[config.mk]
export PLATFORM = sky130hd
export DESIGN_NAME = axi_lite_cfg_master
export DESIGN_NICKNAME = d
export VERILOG_FILES = /design/src/rtl/axi_lite_cfg_master.sv
export SDC_FILE = /design/constraint.sdc
export NUM_CORES = 1
export LEC_CHECK = 0
export ABC_AREA = 1
export ABC_CLOCK_PERIOD_IN_PS = 1400
export CORE_AREA = 2 2 115 117
export DETAILED_ROUTE_END_ITERATION = 6
export DIE_AREA = 0 0 117 119
export PLACE_DENSITY_LB_ADDON = 0.08
export SLEW_MARGIN = 0
export SYNTH_ARGS = -nofsm -noshare
export SYNTH_HDL_FRONTEND = slang
export SYNTH_SLANG_ARGS = --single-unit
[constraint.sdc]
create_clock -name clk -period 1.4 [get_ports clk]
set_input_delay 0.21 -clock clk [delete_from_list [all_inputs] [get_ports clk]]
set_output_delay 0.21 -clock clk [all_outputs]
set_load 0.03 [all_outputs]
[src/rtl/axi_lite_cfg_master.sv]
// axi_lite_cfg_master: single-outstanding cmd/rsp to AXI4-Lite master bridge.
// Optional watchdog enabled by defining AXI_TIMEOUT_EN.
module axi_lite_cfg_master #(
  parameter int ADDR_W      = 32,
  parameter int DATA_W      = 32,
  parameter int TIMEOUT_CYC = 1024
) (
  input  logic                clk,
  input  logic                rst_n,
  input  logic                cmd_valid,
  output logic                cmd_ready,
  input  logic                cmd_write,
  input  logic [ADDR_W-1:0]   cmd_addr,
  input  logic [DATA_W-1:0]   cmd_wdata,
  input  logic [DATA_W/8-1:0] cmd_wstrb,
  output logic                rsp_valid,
  output logic [DATA_W-1:0]   rsp_rdata,
  output logic [1:0]          rsp_resp,
  output logic [ADDR_W-1:0]   m_awaddr,
  output logic [2:0]          m_awprot,
  output logic                m_awvalid,
  input  logic                m_awready,
  output logic [DATA_W-1:0]   m_wdata,
  output logic [DATA_W/8-1:0] m_wstrb,
  output logic                m_wvalid,
  input  logic                m_wready,
  input  logic                m_bvalid,
  output logic                m_bready,
  input  logic [1:0]          m_bresp,
  output logic [ADDR_W-1:0]   m_araddr,
  output logic [2:0]          m_arprot,
  output logic                m_arvalid,
  input  logic                m_arready,
  input  logic                m_rvalid,
  output logic                m_rready,
  input  logic [DATA_W-1:0]   m_rdata,
  input  logic [1:0]          m_rresp
);
  typedef enum logic [2:0] {IDLE, WR, WR_B, RD_A, RD_R, RSP} state_t;
  state_t state_q, state_d;
  logic [ADDR_W-1:0]   addr_q, addr_d;
  logic [DATA_W-1:0]   wdata_q, wdata_d, rdata_q, rdata_d;
  logic [DATA_W/8-1:0] wstrb_q, wstrb_d;
  logic [1:0]          resp_q, resp_d;
  logic                aw_done_q, aw_done_d, w_done_q, w_done_d;
  logic                accept, aw_hs, w_hs, b_hs, r_hs, timeout;
  assign accept = cmd_valid & cmd_ready;
  assign aw_hs  = m_awvalid & m_awready;
  assign w_hs   = m_wvalid & m_wready;
  assign b_hs   = m_bvalid & m_bready;
  assign r_hs   = m_rvalid & m_rready;
`ifdef AXI_TIMEOUT_EN
  localparam int TW = $clog2(TIMEOUT_CYC) + 1;
  logic [TW-1:0] timer_q, timer_d;
  logic          busy;
  assign busy = state_q inside {WR, WR_B, RD_A, RD_R};
  // Timer holds the number of busy cycles already elapsed, so firing at
  // TIMEOUT_CYC-2 puts rsp_valid TIMEOUT_CYC cycles after acceptance.
  assign timeout = busy && (timer_q == TW'(TIMEOUT_CYC - 2));
  always_comb timer_d = accept ? '0 : busy ? timer_q + TW'(1) : timer_q;
  always_ff @(posedge clk) timer_q <= !rst_n ? '0 : timer_d;
`else
  assign timeout = (TIMEOUT_CYC < 0);
`endif
  always_ff @(posedge clk) state_q <= !rst_n ? IDLE : state_d;
  always_comb begin
    state_d = state_q;
    unique case (state_q)
      IDLE:    if (accept) state_d = cmd_write ? WR : RD_A;
      WR:      if ((aw_done_q | aw_hs) && (w_done_q | w_hs)) state_d = WR_B;
      WR_B:    if (b_hs) state_d = RSP;
      RD_A:    if (m_arready) state_d = RD_R;
      RD_R:    if (r_hs) state_d = RSP;
      RSP:     state_d = IDLE;
      default: state_d = IDLE;
    endcase
    if (timeout) state_d = RSP;
  end
  always_comb begin
    addr_d    = accept ? cmd_addr : addr_q;
    wdata_d   = accept ? cmd_wdata : wdata_q;
    wstrb_d   = accept ? cmd_wstrb : wstrb_q;
    aw_done_d = (state_q == WR) & (aw_done_q | aw_hs);
    w_done_d  = (state_q == WR) & (w_done_q | w_hs);
    rdata_d   = timeout ? '0 : r_hs ? m_rdata : b_hs ? '0 : rdata_q;
    resp_d    = timeout ? 2'b10 : r_hs ? m_rresp : b_hs ? m_bresp : resp_q;
  end
  always_ff @(posedge clk) begin
    if (!rst_n) begin
      addr_q    <= '0;
      wdata_q   <= '0;
      wstrb_q   <= '0;
      aw_done_q <= 1'b0;
      w_done_q  <= 1'b0;
      rdata_q   <= '0;
      resp_q    <= '0;
    end else begin
      addr_q    <= addr_d;
      wdata_q   <= wdata_d;
      wstrb_q   <= wstrb_d;
      aw_done_q <= aw_done_d;
      w_done_q  <= w_done_d;
      rdata_q   <= rdata_d;
      resp_q    <= resp_d;
    end
  end
  always_comb begin
    cmd_ready = rst_n & (state_q == IDLE);
    m_awvalid = (state_q == WR) & ~aw_done_q;
    m_wvalid  = (state_q == WR) & ~w_done_q;
    m_bready  = state_q == WR_B;
    m_arvalid = state_q == RD_A;
    m_rready  = state_q == RD_R;
    rsp_valid = state_q == RSP;
    rsp_rdata = rdata_q;
    rsp_resp  = resp_q;
    m_awaddr  = addr_q;
    m_araddr  = addr_q;
    m_wdata   = wdata_q;
    m_wstrb   = wstrb_q;
    m_awprot  = 3'b000;
    m_arprot  = 3'b000;
  end
endmodule

==> flow_summary.yaml, run 1 <==
outcome:
  run_status: "finished, violations left"
  violations: "setup timing"
global_routing:
  grt_pass1_wl_um: 21200
  antenna_found_initial: 0
  grt_pass1_vias: 4278
  grtUsageTotal_pct: 19.6
  grt_max_degree: 65
  grt-ovfl-total: 0
placed_design:
  io_buffers: 253
  dpl.cell_count: 951
  placed_cell_area_sq_um: 6930
  hpwl_um: 9570
  place_congestion: 0.762
yosys:
  synthDistinctLibCells: 22
  ys_ff_latch: 107
  ys_seq_area_share_pct: 50.5
  avgSynthCellArea_sq_um: 7.65
  postSynthCellCount: 555
  ys_warn_count: 0
  synth_flop_cell: "dfxtp_1"
  synth.cell_area_sq_um: 4250
  synth-async-reset-ratio_pct: 0
  synth-edff-count: 0
worst_setup_path:
  startpoint_type: "flip-flop"
  critPathKind: "flip-flop to primary output"
  cp.arrival_ns: 1.33
  end_kind: "primary output"
  cp_max_fo: 5
  r2r_setup_slack_ns: -0.11
  worstPathRequired_ns: 1.19
cts:
  clkSlewWorstSetupHoldPaths_ns: 0.06
  clk_latency_ns: 0.35
  tritoncts: "done"
  htreeDepth: 3
  ctsLongestPathBuffers: 2
  cts_root_buffer: "clkbuf_16"
  cts-buffers-inserted: 9
  cts_num_sinks: 107
  post_cts_hold_buffer_count: 0
power_and_ir_drop:
  p_int_mw: 8.31
  p_seq_share_pct: 28.6
  powerDensity_nw_per_um2: 1710
  comb_power_share_pct: 55.1
  p_sw_mw: 5.83
  swShare_pct: 41.2
  vdd_ir_drop_max_uv: 1050
  clockPowerShare_pct: 16.3
  p_leak_nw: 3.69
detailed_routing:
  drc: 0
  dr.pass1.iters: 4
  drt_iter0_drc: 179
  drtAntennaViolNets: 0
  wirelength_um: 14600
  viasPerCell: 4.60
  wl_per_cell_um: 14.7
  via_count: 4563
timing:
  worst_slack_ns: -0.138
  finalMaxSlewViolations: 0
  setup_violations: 108
  fmax_mhz: 650
  finalCriticalPeriod_ns: 1.54
  maxSlewHeadroom_pct: 54.5
  worstMarginPinSlew_ns: 0.683
  final.setup_skew_ns: 0.00802
  rsz0062_at_grt: "true"
  hold_viol_final: 0
  setup_tns_ns: -6.03
  timing.final.crit_share_pct: 110
floorplan:
  core_sq_um: 12900
  initial_core_util_pct: 33.0
  io_pins: 260
  die_area_sq_um: 13900
  die_y_um: 119
  fp-row-count: 42
  chipWidth_um: 117
final_layout:
  num_antenna_cells: 0
  final_cell_mix: "dlygate4sd2_1, nand2_1, clkdlybuf4s50_1"
  fin_nets: 923
  drive_gt1_share_pct: 28.8
  layout.cells.most_common: "dlygate4sd2_1"
  instances_no_fill: 991
  synthToLayoutAreaGrowth_pct: 95.2
  final_area_sq_um: 8290
min_path:
  hold_path_class: "primary input to flip-flop"
run:
  drv_cap: 0
## state kept, by name, summed over array words and instances, names as in the netlist
register,count
m_araddr,32
m_wdata,32
rsp_rdata,32
m_wstrb,4
state_q,3
rsp_resp,2
aw_done_q,1
w_done_q,1
## stage by stage
stage,hold WS (ns),total power [mW],utilization [%],setup WS [ns]
finish,0.155,14.1,64.4,-0.138
CTS,0.134,13.3,59.0,-0.169
detailed placement,0.452,10.1,53.8,-0.106
global route,0.165,14.9,64.4,-0.202
global placement,0.446,10.0,53.8,-0.0697
floorplan,0.323,7.67,-,-0.0385
## cells by family (layout without fill, tap and decap cells)
| logic type | count (synthesis) | after routing | share of synthesized area (%) |
|---|---|---|---|
| AO/OA/AOI/OAI | 109 | 109 | 13.0 |
| buffers and inverters | 90 | 345 | 12.6 |
| AND/OR/NAND/NOR | 248 | 248 | 23.9 |
| other | 1 | 6 | 0.0883 |
| flip-flops | 107 | 107 | 50.5 |
## worst max-delay path, cell delays in order (launching register included)
cell,delay (ns)
dfxtp_4,0.39
buf_4,0.13
inv_4,0.03
nor3_4,0.19
buf_6,0.13
buf_12,0.11
## Yosys cell counts, types with 2 or more instances
master / number / area, sq um
nor2_1: 16 / 60.1
o21ai_1: 15 / 75.1
nand2_1: 188 / 706
nor3_1: 2 / 10.0
inv_2: 2 / 7.51
o21ai_0: 54 / 270
o211ai_1: 2 / 15.0
buf_4: 39 / 293
clkbuf_1: 21 / 78.8
a21oi_1: 38 / 190
buf_2: 10 / 50.1
nand3_1: 38 / 190
buf_6: 5 / 56.3
inv_1: 11 / 41.3
dfxtp_1: 107 / 2140
## power groups by stage
stage          sequential (mW)  clock (mW)  combinational (mW)
4_1_cts                   3.99        2.38                6.94
2_1_floorplan             4.95           0                2.72
6_report                  4.04        2.31                7.79
3_3_place_gp              4.02           0                5.99
3_5_place_dp              4.06           0                6.06
5_1_grt                   4.11        2.51                8.28
## per-layer routing
layer	wire length, um	track usage (%)
met5	0	0
met2	7540	34.3
met3	1070	5.45
met4	251	7.28
met1	5710	22.5
## repair_timing
| action | CTS | global route |
|---|---|---|
| setup endpoints to repair | 162 | 115 |
| gates resized for setup | 203 | 218 |
| gates cloned | 9 | 4 |
| pin swaps | 13 | 19 |
| setup buffers | 15 | 6 |
## area by class of cell
cell class	instances	area, sq um
Clock buffer	11	233
Clock inverter	5	30.0
Fill cell	1130	4590
Inverter	13	63.8
Multi-Input combinational cell	363	2280
Sequential cell	107	2150
Tap cell	176	220
Timing Repair Buffer	316	3310
## final timing paths
check | start | end | cells after the start
max | state_q[1] | m_bready | 5
min | rst_n | state_q[0] | 3
max reg2reg | state_q[0] | rsp_rdata[3] | 9
min reg2reg | m_wstrb[2] | m_wstrb[2] | 2
(Power assumes the default switching activity.)
==> run 2: changes to the inputs <==
- SLEW_MARGIN: 0 -> 20
==> results of run 2 <==
Final layout, timing and power as in run 1 (identical DEF).
